`src/rtl/ysyx_23060208_xbar_rd.sv`:
```
// AXI read-channel crossbar: one master, CLINT and SoC slaves.
// One transaction outstanding; the target is latched in the FSM state.
module ysyx_23060208_xbar_rd #(
   parameter int          DATA_WIDTH = 32,
   parameter logic [31:0] CLINT_BASE = 32'h0200_0000,
   parameter logic [31:0] CLINT_SIZE = 32'h0001_0000
) (
   input  logic                    clock,
   input  logic                    reset,

   input  logic [DATA_WIDTH-1:0]   m_araddr,
   input  logic                    m_arvalid,
   input  logic [3:0]              m_arid,
   input  logic [7:0]              m_arlen,
   input  logic [2:0]              m_arsize,
   input  logic [1:0]              m_arburst,
   output logic                    m_arready,
   output logic                    m_rvalid,
   output logic                    m_rlast,
   output logic [2*DATA_WIDTH-1:0] m_rdata,
   output logic [1:0]              m_rresp,
   output logic [3:0]              m_rid,
   input  logic                    m_rready,

   output logic [DATA_WIDTH-1:0]   clint_araddr,
   output logic [3:0]              clint_arid,
   output logic [7:0]              clint_arlen,
   output logic [2:0]              clint_arsize,
   output logic [1:0]              clint_arburst,
   output logic                    clint_arvalid,
   input  logic                    clint_arready,
   input  logic                    clint_rvalid,
   input  logic                    clint_rlast,
   input  logic [2*DATA_WIDTH-1:0] clint_rdata,
   input  logic [1:0]              clint_rresp,
   input  logic [3:0]              clint_rid,
   output logic                    clint_rready,

   output logic [DATA_WIDTH-1:0]   soc_araddr,
   output logic [3:0]              soc_arid,
   output logic [7:0]              soc_arlen,
   output logic [2:0]              soc_arsize,
   output logic [1:0]              soc_arburst,
   output logic                    soc_arvalid,
   input  logic                    soc_arready,
   input  logic                    soc_rvalid,
   input  logic                    soc_rlast,
   input  logic [2*DATA_WIDTH-1:0] soc_rdata,
   input  logic [1:0]              soc_rresp,
   input  logic [3:0]              soc_rid,
   output logic                    soc_rready
);

   localparam logic [2:0] IDLE     = 3'd0;
   localparam logic [2:0] AR_CLINT = 3'd1;
   localparam logic [2:0] AR_SOC   = 3'd2;
   localparam logic [2:0] R_CLINT  = 3'd3;
   localparam logic [2:0] R_SOC    = 3'd4;

   localparam int AW = DATA_WIDTH;

   // One extra bit so BASE+SIZE at the top of the map cannot wrap.
   localparam logic [AW:0] WIN_LO = (AW+1)'(CLINT_BASE);
   localparam logic [AW:0] WIN_HI = WIN_LO + (AW+1)'(CLINT_SIZE);

   logic [2:0] state;
   logic [2:0] state_nxt;
   logic       hit_clint;
   logic       st_ar_clint;
   logic       st_ar_soc;
   logic       st_r_clint;
   logic       st_r_soc;

   assign hit_clint = ({1'b0, m_araddr} >= WIN_LO)
                   && ({1'b0, m_araddr} <  WIN_HI);

   always_ff @(posedge clock) begin
      if (reset) begin
         state <= IDLE;
      end else begin
         state <= state_nxt;
      end
   end

   always_comb begin
      state_nxt = state;
      unique case (state)
         IDLE: begin
            if (m_arvalid) begin
               state_nxt = hit_clint ? AR_CLINT : AR_SOC;
            end
         end
         AR_CLINT: begin
            if (clint_arready && m_arvalid) begin
               state_nxt = R_CLINT;
            end
         end
         AR_SOC: begin
            if (soc_arready && m_arvalid) begin
               state_nxt = R_SOC;
            end
         end
         R_CLINT: begin
            if (clint_rvalid && m_rready && clint_rlast) begin
               state_nxt = IDLE;
            end
         end
         R_SOC: begin
            if (soc_rvalid && m_rready && soc_rlast) begin
               state_nxt = IDLE;
            end
         end
         default: state_nxt = IDLE;
      endcase
   end

   // Handshake outputs stay quiet while reset is held.
   assign st_ar_clint = ~reset && (state == AR_CLINT);
   assign st_ar_soc   = ~reset && (state == AR_SOC);
   assign st_r_clint  = ~reset && (state == R_CLINT);
   assign st_r_soc    = ~reset && (state == R_SOC);

   assign clint_araddr  = m_araddr;
   assign clint_arid    = m_arid;
   assign clint_arlen   = m_arlen;
   assign clint_arsize  = m_arsize;
   assign clint_arburst = m_arburst;
   assign soc_araddr    = m_araddr;
   assign soc_arid      = m_arid;
   assign soc_arlen     = m_arlen;
   assign soc_arsize    = m_arsize;
   assign soc_arburst   = m_arburst;

   assign clint_arvalid = st_ar_clint;
   assign soc_arvalid   = st_ar_soc;
   assign m_arready     = (st_ar_clint && clint_arready)
                       || (st_ar_soc && soc_arready);

   assign clint_rready = st_r_clint && m_rready;
   assign soc_rready   = st_r_soc && m_rready;

   always_comb begin
      m_rvalid = 1'b0;
      m_rlast  = 1'b0;
      m_rdata  = '0;
      m_rresp  = '0;
      m_rid    = '0;
      unique case (1'b1)
         st_r_clint: begin
            m_rvalid = clint_rvalid;
            m_rlast  = clint_rlast;
            m_rdata  = clint_rdata;
            m_rresp  = clint_rresp;
            m_rid    = clint_rid;
         end
         st_r_soc: begin
            m_rvalid = soc_rvalid;
            m_rlast  = soc_rlast;
            m_rdata  = soc_rdata;
            m_rresp  = soc_rresp;
            m_rid    = soc_rid;
         end
         default: begin
         end
      endcase
   end

endmodule

```
`config.mk`:
```
export PLATFORM = sky130hd
export DESIGN_NAME = ysyx_23060208_xbar_rd
export DESIGN_NICKNAME = d
export VERILOG_FILES = /design/src/rtl/ysyx_23060208_xbar_rd.sv
export SDC_FILE = /design/constraint.sdc
export NUM_CORES = 1
export LEC_CHECK = 0
export BUFFER_PORTS_ARGS = -buffer_cell sky130_fd_sc_hd__buf_4
export CORE_AREA = 2 2 146 148
export CTS_CLUSTER_SIZE = 24
export DETAILED_ROUTE_END_ITERATION = 16
export DIE_AREA = 0 0 148 150
export GPL_TIMING_DRIVEN = 0
export PLACE_DENSITY = 0.35
export SETUP_SLACK_MARGIN = 0.02
export SLEW_MARGIN = 30
export SYNTH_ARGS = -nofsm -noshare
export SYNTH_HDL_FRONTEND = slang
export SYNTH_SLANG_ARGS = --single-unit
export TNS_END_PERCENT = 30
```
`constraint.sdc`:
```
create_clock -name clock -period 2.4 [get_ports clock]
set_clock_uncertainty 0.1 [all_clocks]
set_input_delay 0.36 -clock clock [delete_from_list [all_inputs] [get_ports clock]]
set_output_delay 0.36 -clock clock [all_outputs]
set_load 0.005 [all_outputs]
```
Word level (Yosys, flattened, before mapping)
Cells that the tools add are included.

operators by class
  magnitude comparators = 2
  equal/unequal tests = 9
  multiplexer cells = 12
  bitwise logic cells = 1
  reduce and logical (&&, ||, !) cells = 18

operator list
  cell                    number
  $pmux W64 S2            1
  $ge A32 B26 Y1 const B  1
  $lt A32 B26 Y1 const B  1
  $logic_and A1 B1 Y1     15
  $mux W3                 5
  $pmux W3 S5             1
  $ne A2 B2 Y1 const B    5
  $pmux W4 S2             1
  $eq A3 B2 Y1 const B    2
  $reduce_and A5 Y1       1
  $pmux W1 S2             2
  $pmux W2 S2             1
  $eq A3 B1 Y1 const B    1
  $eq A3 B3 Y1 const B    1
  $logic_not A3 Y1        1
  $mux W2                 1
  $logic_or A1 B1 Y1      1
  $not A1 Y1              1

storage, ports and cells
  bits in registers = 3
  output and inout port bits = 175
  word-level logic and storage cells = 43

Depth between registers and ports, before layout
  depth in word-level cells = 5
  depth in mapped cells = 5
  depth with buffers taken out = 4

Worst setup path before layout
OpenSTA, ideal clock, no wires.

  path kind = flip-flop to output port
  start = reg state[1]
  end = out m_rdata[10]
  data arrival time = 1.378 ns
  data required time = 1.940 ns
  setup slack = 0.562 ns
  stages on the path, launching flop included = 6
  path through = dfxtp_1 > buf_6 > nand2_1 > nor2_1 > clkbuf_1 > a22o_1

on the way
  longest elaborated chain between the ends = 3
  elaborated cells on any way between the ends = 5
  classes of those cells = eq/ne (2); mux (1); reduce/logical (2)

RTL lines
  element                                              RTL line  text
  from (decl)                                          66        logic [2:0] state;
  from (signal assigned)                               81        state <= state_nxt;
  $eq A3 B3 Y1 / $eq A3 B2 Y1 (equally long branches)  121, 120
  $logic_and A1 B1 Y1 (on tied branches)               121, 120
  $pmux W64 S2 *                                       148       unique case (1'b1)
  to (decl)                                            20        output logic [2*DATA_WIDTH-1:0] m_rdata,

Every way passes the cells marked *; elsewhere a longest branch is shown, timed or not.

Worst setup path after layout
  start = reg state[0]
  end = out m_rresp[1]

on the way
  longest elaborated chain between the ends = 3
  elaborated cells on any way between the ends = 5
  classes of those cells = eq/ne (2); mux (1); reduce/logical (2)

RTL lines
  element                                              RTL line  text
  $eq A3 B3 Y1 / $eq A3 B2 Y1 (equally long branches)  121, 120
  $logic_and A1 B1 Y1 (on tied branches)               121, 120
  $pmux W2 S2 *                                        148
  to (decl)                                            21        output logic [1:0] m_rresp,

Marks and branches as above.

==> impl_metrics.toml <==
[outcome]
outcome = "finished, final reports clean"

[timing]
tightest_slew_ps = 529
finalHoldViolCount = 0
layout_min_cycle_time_ps = 2310
slew_headroom = 0.642
period_share = 0.962
clock.fmax_mhz = 433
rsz0062_at_grt = "yes"
slew_violations = 0
setup_viol = 0

[clock_tree]
cts_tree = "built"
clk_latency_ps = 220
cts_buffer_depth = 2
root_buffer = "clkbuf_16"
cts_sinks = 3
h-tree-depth = 1
cts.hold.buffers_added = 0
numCtsBuffers = 3
clk_pin_slew_ps = 30

[layout]
nNetsFinal = 774
n_antenna_cell = 0
largest_reg_flops = 3
mostFrequentLayoutCell = "buf_4"
utilization = 0.233
area_growth_pct = 176
fillers = 2331
largest-register = "state"
top_regs = "state x3"
layout_common_cells = "buf_4 (443), a22o_1 (73), clkbuf_2 (11), nand2_1 (4)"
finalInstanceArea_um2 = 4820
layout-drive-gt1-share = 0.814

[placement]
io_buffers = 340
place_area_um2 = 4640
dp.final_hpwl_mm = 12.9
routabilityCongestion = 0.771

[logic_synthesis]
synth_cells = 225
ys_seq_elements = 3
seq_area_frac_synth = 0.0344
ys_warn_count = 0
syn_nets = 424
syn_area_um2 = 1750
yosysUniqueCellTypes = 26
syn_avg_cell_area_um2 = 7.76

[route]
ant_nets = 0
drtPass1Iterations = 4
route.vias.total = 3006
drtIter0Drc = 91
wl_mm = 14.4
drc = 0
vias_per_cell = 3.54
wire_per_inst_um = 17.0

[worst_hold_path]
min_from = "reset"
hold_class = "input port to flop"

[worst_setup_path]
cp.required_ps = 1940
critical_path_class = "flop to output pin"
cp.arrival_ps = 1850
startpoint_type = "flop"
r2r-start = "state[1]"
cp-startpoint = "state[0]"
cp_max_fo = 17
reg2reg_slack_ps = 710
endpoint_kind = "output pin"

[floorplan]
io_pins = 374
die_w_um = 148
core_area_um2 = 20700
rows = 53
start_util = 0.0844
die_h_um = 150
dieArea_um2 = 22200

[power]
p_leak_nw = 2.64
p_per_area_nw_per_um2 = 211
ir_worst_vdd_mv = 0.155

[run]
cap_violations = 0

[global_routing]
grtUsageMet1 = 0.137
antenna_found_initial = 0
use_met3 = 0.0335
grt_max_degree = 11
use_met2 = 0.215
grt_pass1_wl_mm = 19.4
grt_pass1_vias = 3055
busiest_layer = "met2"
grt_use_total = 0.115
grt_overflow = 0
-- area by class of cell --
type | instances | area [um2] | share of cell area
well taps | 275 | 344 | 0.0713
inverters | 3 | 11.3 | 0.00233
flip-flops and latches | 3 | 60.1 | 0.0124
clock buffers | 4 | 78.8 | 0.0163
plain buffers | 113 | 821 | 0.170
repair buffers | 346 | 2640 | 0.546
multi-input cells | 105 | 875 | 0.181
-- critical path, cell delays in order, from the launching register on --
cell	delay, ps
dfxtp_1	290
buf_4	160
nor4_4	320
buf_12	190
clkbuf_2	270
a22o_1	250
buf_4	140
-- cells by family after synthesis --
group	count (synthesis)	share of synthesized area
and+or+nand+nor	25	0.0903
muxes	1	0.00573
DFF	3	0.0344
buffers and inverters	117	0.469
AOI/OAI and AO/OA	79	0.401
-- synth_stat cells --
cell type / count / share of area
a2111oi_2: 1 / 0.0086
a21o_2: 1 / 0.0050
a221o_1: 1 / 0.0057
a22o_1: 73 / 0.37
a31oi_1: 1 / 0.0036
and2_0: 1 / 0.0036
and2_1: 2 / 0.0072
buf_4: 99 / 0.43
buf_6: 1 / 0.0065
clkbuf_1: 14 / 0.030
dfxtp_1: 3 / 0.034
inv_1: 2 / 0.0043
inv_2: 1 / 0.0021
mux2i_1: 1 / 0.0057
nand2_1: 4 / 0.0086
nand3_1: 2 / 0.0057
nand4_1: 1 / 0.0036
nor2_1: 3 / 0.0065
nor2b_2: 1 / 0.0050
nor3_1: 3 / 0.0086
nor3b_1: 2 / 0.0086
nor4_1: 3 / 0.011
nor4_4: 1 / 0.012
nor4b_1: 2 / 0.010
o2111ai_1: 1 / 0.0050
o221a_1: 1 / 0.0065
-- report_power, final --
group | switching [mW] | internal (mW) | leakage, nW
clock network | 0.0416 | 0.219 | 0.0382
logic | 0.228 | 0.473 | 2.58
registers | 0.00348 | 0.0548 | 0.0245
-- layer usage --
metal | routed length, um | part of all wire | vias up
li1 | - | - | 1440
met1 | 5490 | 0.38 | 1384
met2 | 7690 | 0.53 | 180
met3 | 1240 | 0.086 | 2
met4 | 17 | 0.0012 | 0
met5 | 0 | 0 | -
-- path summary, 6_finish.rpt --
kind                endpoint  depth (start not counted)
hold / removal      state[2]                          2
hold reg to reg     state[2]                          2
setup reg to reg    state[0]                          5
setup / recovery  m_rresp[1]                          6
-- per-stage QoR --
| stage | std cells | power, mW | hold slack [ps] | worst slack (ps) | setup TNS [ps] |
|---|---|---|---|---|---|
| global route | 849 | 1.08 | 282 | 4.19 | 0 |
| global placement | 840 | 0.759 | 489 | -557 | -29610 |
| CTS | 850 | 1.03 | 275 | 37.9 | 0 |
| finish | 849 | 1.02 | 281 | 91.5 | 0 |
| floorplan | 225 | 0.295 | 337 | 562 | 0 |
| detailed placement | 840 | 0.756 | 492 | -227 | -7200 |
-- repair_timing --
item                                    in CTS  in global routing
gates cloned                                 0                  0
setup buffers                                6                  0
hold endpoints to repair                     0                  0
pin swaps                                    2                  0
endpoints found under the setup margin      71                 31
gates resized for setup                      9                  8
(Power assumes the default switching activity.)
